File: config.mk
export PLATFORM = sky130hd
export DESIGN_NAME = alu_operand_sequencer
export DESIGN_NICKNAME = d
export VERILOG_FILES = /design/src/rtl/alu_operand_sequencer.sv
export SDC_FILE = /design/constraint.sdc
export NUM_CORES = 1
export LEC_CHECK = 0
export CORE_UTILIZATION = 40
export CTS_BUF_LIST = sky130_fd_sc_hd__clkbuf_8
export DETAILED_ROUTE_END_ITERATION = 12
export GPL_TIMING_DRIVEN = 0
export PLACE_DENSITY_LB_ADDON = 0.05
export SYNTH_ARGS = -nofsm -noshare
export SYNTH_HDL_FRONTEND = slang
export SYNTH_SLANG_ARGS = --single-unit
File: constraint.sdc
create_clock -name clk -period 3.4 [get_ports clk]
set_input_delay 0.34 -clock clk [delete_from_list [all_inputs] [get_ports clk]]
set_output_delay 0.34 -clock clk [all_outputs]
set_load 0.05 [all_outputs]
File: src/rtl/alu_operand_sequencer.sv
// alu_operand_sequencer
// Multicycle issue stage in front of an n-bit ALU (ADD/SUB/AND/NOT).
// It fetches the operands from the shared bus one per cycle and holds them
// on the ALU inputs. It captures the ALU output with a zero flag and then
// pulses done.
// Optional feature: define ALU_FWD_EN to let a start with fwd_a=1 reuse the
// previous result as operand A, which skips the bus fetch of A.
module alu_operand_sequencer #(
  parameter int n = 8
) (
  input  logic         clk,
  input  logic         rst,
  input  logic         start,
  input  logic [1:0]   func_in,
  input  logic         fwd_a,
  input  logic [n-1:0] bus_data,
  input  logic         bus_valid,
  output logic [1:0]   bus_req,
  input  logic [n-1:0] alu_out,
  output logic [n-1:0] alu_inp1,
  output logic [n-1:0] alu_inp2,
  output logic [1:0]   alu_func,
  output logic [n-1:0] result,
  output logic         zero,
  output logic         busy,
  output logic         done
);

  localparam logic [1:0] FUNC_NOT = 2'b11;

  typedef enum logic [2:0] {
    IDLE    = 3'd0,
    FETCH_A = 3'd1,
    FETCH_B = 3'd2,
    EXEC    = 3'd3,
    DONE    = 3'd4
  } state_t;

  state_t       state, state_nxt;
  logic [n-1:0] op_a, op_b, res_q;
  logic [1:0]   func_q;
  logic         zero_q;
  logic         fwd_take;

`ifdef ALU_FWD_EN
  assign fwd_take = fwd_a;
`else
  // Forwarding is compiled out. The port stays for pin compatibility.
  logic unused_fwd_a;
  assign unused_fwd_a = fwd_a;
  assign fwd_take     = 1'b0;
`endif

  // State register. Reset discards any in-flight operation.
  always_ff @(posedge clk or negedge rst) begin
    if (!rst) state <= IDLE;
    else      state <= state_nxt;
  end

  // Next-state logic, plus the control outputs decoded from state.
  always_comb begin
    state_nxt = state;
    bus_req   = 2'b00;
    busy      = 1'b1;
    done      = 1'b0;
    unique case (state)
      IDLE: begin
        busy = 1'b0;
        if (start) begin
          if (fwd_take) state_nxt = (func_in == FUNC_NOT) ? EXEC : FETCH_B;
          else          state_nxt = FETCH_A;
        end
      end
      FETCH_A: begin
        bus_req = 2'b01;
        if (bus_valid) state_nxt = (func_q == FUNC_NOT) ? EXEC : FETCH_B;
      end
      FETCH_B: begin
        bus_req = 2'b10;
        if (bus_valid) state_nxt = EXEC;
      end
      EXEC: state_nxt = DONE;
      DONE: begin
        done      = 1'b1;
        state_nxt = IDLE;
      end
      default: state_nxt = IDLE;
    endcase
  end

  // Operand, function and result registers. Each one loads only in its own state.
  always_ff @(posedge clk or negedge rst) begin
    if (!rst) begin
      op_a   <= '0;
      op_b   <= '0;
      func_q <= 2'b00;
      res_q  <= '0;
      zero_q <= 1'b1;
    end else begin
      unique case (state)
        IDLE: if (start) begin
          func_q <= func_in;
          if (fwd_take) op_a <= res_q;
        end
        FETCH_A: if (bus_valid) op_a <= bus_data;
        FETCH_B: if (bus_valid) op_b <= bus_data;
        EXEC: begin
          res_q  <= alu_out;
          zero_q <= (alu_out == '0);
        end
        default: ;
      endcase
    end
  end

  assign alu_inp1 = op_a;
  assign alu_inp2 = op_b;
  assign alu_func = func_q;
  assign result   = res_q;
  assign zero     = zero_q;

endmodule
After elaboration in Yosys (flattened, before gate mapping). Index checks and enable logic that the tools add are counted.

Equal/unequal tests: 8. Muxes and demuxes: 8. Reduce and logical (&&, ||, !) cells: 6.

Operators by type and width (count): 3-bit case mux with 4 select lines (1); 3-bit two-way mux (3); 8-bit zero test (1); 3-bit by 2-bit == test with 1-bit output, second input constant (2); 2-bit != test, second input constant (3); 2-bit AND reduction (3); 2-bit case mux with 2 select lines (1); 3-bit by 1-bit == test with 1-bit output, second input constant (1); 3-bit == test, second input constant (1); 3-bit zero test (1); 1-bit two-way mux (3); 3-bit AND reduction (1); 2-bit == test, second input constant (1).

Register bits after elaboration: 30. Output and inout bits: 31. Word-level logic and storage cells: 28.

Depth between registers and ports, before layout.
Depth in word-level cells: 4. Depth in mapped cells: 5. Gate-level depth less buffers: 3.

Least setup slack after synthesis. No wires, ideal clock.

Path kind: register to output. Start point: reg state[1]. End point: out done. Cell stages (with the launch flop): 3. Path slack: 1.406 ns. Data arrival time: 1.654 ns. Buffers on the path: 1. Path through: dfrtp_1 buf_6 nor3b_1.

Cells in the longest elaborated chain, start to end: 2.

Ends and longest elaborated chain: start: declaration (RTL line 39) `state_t state, state_nxt;`; start signal: assignment (RTL line 57) `else state <= state_nxt;`; 3-bit == test (RTL line 66) `unique case (state)`; 1-bit two-way mux (RTL line 66); end: declaration (RTL line 26) `output logic done`.

No other way between the ends.

Worst setup path in the final report.
Start point: reg state[2]. End point: out busy.

Cells in the longest elaborated chain, start to end: 2.

Ends and longest elaborated chain: 3-bit zero test (RTL line 66); 1-bit two-way mux (RTL line 66); end: declaration (RTL line 25) `output logic busy,`.

No other way between the ends.

==> results.sh <==
export IMPL_yosysUniqueCellTypes=22
export IMPL_fin_area_sq_mm=0.00187
export IMPL_final_max_slew_viol_count=0
export IMPL_drv_cap=0
export IMPL_critPathLaunchType="flip-flop"
export IMPL_crit_family="buffers and inverters"
export IMPL_dr_pass1_iters=8
export IMPL_synth_compound_area_share_pct=1.51
export IMPL_ys_top_cells_by_area="dfrtp_1 (59%), mux2_2 (23%), dfstp_2 (2.1%), mux2_1 (1.8%), nor2_4 (1.8%)"
export IMPL_worstSetupEndpointType="output port"
export IMPL_mappedNetlistNets=105
export IMPL_path_buf_inv=1
export IMPL_grt_overflow_total=0
export IMPL_ys_ff_latch=30
export IMPL_antenna_left=0
export IMPL_worstSetupPathType="reg2out"
export IMPL_synth_area_leader_cell="dfrtp_1"
export IMPL_drt_wl_total_mm=2.33
export IMPL_clock_path_buffers=2
export IMPL_synth_top_area_share_pct=58.5
export IMPL_vias_per_cell=5.05
export IMPL_rows=19
export IMPL_cts_hold_buf=0
export IMPL_ys_flop_type="dfrtp_1"
export IMPL_utilization_pct=65.6
export IMPL_arrival_ps=1890
export IMPL_setup_viol=0
export IMPL_n_fill_cell=237
export IMPL_synth_edf_count=0
export IMPL_ff2ff_path_depth=3
export IMPL_synth_most_common_cell="dfrtp_1"
export IMPL_via_count=868
export IMPL_die_h_um=57.7
export IMPL_synthCells=82
export IMPL_synth_top_family_by_area="multiplexers"
export IMPL_muxShareOfSynthArea_pct=24.5
export IMPL_tritoncts="yes"
export IMPL_drive_above_1_share_pct=29.1
export IMPL_die_width_um=57.7
export IMPL_synth_adder_area_share_pct=0
export IMPL_placed_area_sq_mm=0.00180
export IMPL_synth_xor_area_share_pct=0
export IMPL_cts_sink_count=30
export IMPL_crit_chain="or3_4, clkdlybuf4s50_1"
export IMPL_cts_setup_buffers=0
export IMPL_cp_max_fo=8
export IMPL_gp_congestion=0.758
export IMPL_die_area_sq_mm=0.00333
export IMPL_port_buffers=52
export IMPL_area_growth_pct=50.9
export IMPL_postCtsResizedCells=0
export IMPL_fin_tns_setup_ps=0
export IMPL_rsz0062_at_grt="false"
export IMPL_required_ps=3060
export IMPL_grt_total_usage_pct=16.4
export IMPL_first_iter_violations=41
export IMPL_hold_class="in2async"
export IMPL_seq_area_frac_synth_pct=60.6
export IMPL_period_share_pct=65.5
export IMPL_synthSimpleGateAreaFrac_pct=10.6
export IMPL_rrSetupSlack_ps=1940
export IMPL_cpPeakStageDelay_ps=710
export IMPL_root_buffer="clkbuf_8"
export IMPL_grt_start_max_net_pins=31
export IMPL_n_antenna_cell=0
export IMPL_yosys_warnings=0
export IMPL_start_util_pct=43.5
export IMPL_core_area_sq_mm=0.00285
export IMPL_max_clock_freq_mhz=449
export IMPL_fin_crit_ps=2230
export IMPL_status="finished with violations"
export IMPL_fin_nets=164
export IMPL_finalHoldViolations=0
export IMPL_crit_start="state[2]"
export IMPL_max_slew_margin_pct=56.1
export IMPL_syn_area_sq_mm=0.00124
export IMPL_grt_pass1_vias=933
export IMPL_grt_pass1_wl_mm=4.04
export IMPL_crit_slowest_cell="clkdlybuf4s50_1"
export IMPL_avgSynthCellArea_sq_um=15.1
export IMPL_dpl_hpwl_mm=1.73
export IMPL_routedWlPerCell_um=13.5
export IMPL_cts_buffers_inserted=5
export IMPL_cts_clk_slew_worst_paths_ps=60
export IMPL_worst_slew_pin_slew_ps=658
export IMPL_r2r_end="alu_func[1]"
export IMPL_whs_ps=106
export IMPL_ios=54
export IMPL_clock_skew_ps=3.55
export IMPL_synth_async_reset_ratio_pct=100
export IMPL_clock_latency_ps=270
export IMPL_htree_levels=2
export IMPL_synth_common_cells="dfrtp_1 (29), mux2_2 (25)"
export IMPL_antenna_found_initial=0
export IMPL_violations="design-rule violations"
export IMPL_drc_errors=5
export IMPL_rr_startpoint="state[2]"
-- cell type report --
cell class                      count  area, sq um  share of cell area (%)
Inverter                            2         7.51                   0.401
Sequential cell                    30          752                    40.2
Multi-Input combinational cell     47          454                    24.3
Clock inverter                      2         7.51                   0.401
Buffer                              3         26.3                    1.40
Clock buffer                        5         68.8                    3.68
Timing Repair Buffer               52          515                    27.6
Tap cell                           31         38.8                    2.07
-- worst max-delay path by stage --
stage	end	slack, ps	cells past startpoint
finish	busy	1170	2
global route	done	1100	2
CTS	busy	1160	2
detailed placement	result[0]	1460	1
floorplan	done	1410	2
global placement	busy	1470	2
-- placed cells by master (no fill, tap or decap) --
cell type	synthesis	routed
a2111oi_0	1	1
a21oi_1	1	1
buf_2	0	1
buf_4	2	2
buf_6	1	1
clkbuf_8	0	5
clkdlybuf4s50_1	0	51
dfrtp_1	29	29
dfstp_2	1	1
inv_1	2	4
mux2_1	2	2
mux2_2	25	25
nand2_1	2	2
nand2_2	1	1
nand2b_1	1	1
nand2b_4	1	1
nand3b_1	1	1
nor2_1	2	2
nor2_4	2	2
nor3_1	1	1
nor3_4	1	1
nor3b_1	2	2
nor4_1	2	2
o21ai_0	1	1
or3_4	1	1
-- metal layers --
metal  global-route usage [%]  routed length [um]
met3                     6.47                 202
met1                     18.9                 952
met2                     27.1                1160
met5                        0                   0
met4                     7.14                  13
-- flip-flops by register name, summed over array words and instances, names as in the netlist --
signal and flops:
alu_inp1 8, zero 1, state 3, alu_inp2 8, alu_func 2, result 8
-- kinds of logic after synthesis --
| kind of cell | Yosys count |
|---|---|
| flip-flops | 30 |
| AND/OR/NAND/NOR | 17 |
| multiplexers | 27 |
| AO/OA/AOI/OAI | 3 |
| buffers and inverters | 5 |
-- metrics by stage --
step | setup WS, ps | cells
2_1_floorplan | 1410 | 82
3_3_place_gp | 1470 | 165
3_5_place_dp | 1460 | 165
4_1_cts | 1160 | 172
5_1_grt | 1100 | 172
6_report | 1170 | 172
Power is left out: the tool's default activity adds up to more than one toggle a clock period on the data nets, which glitch-free logic cannot reach.
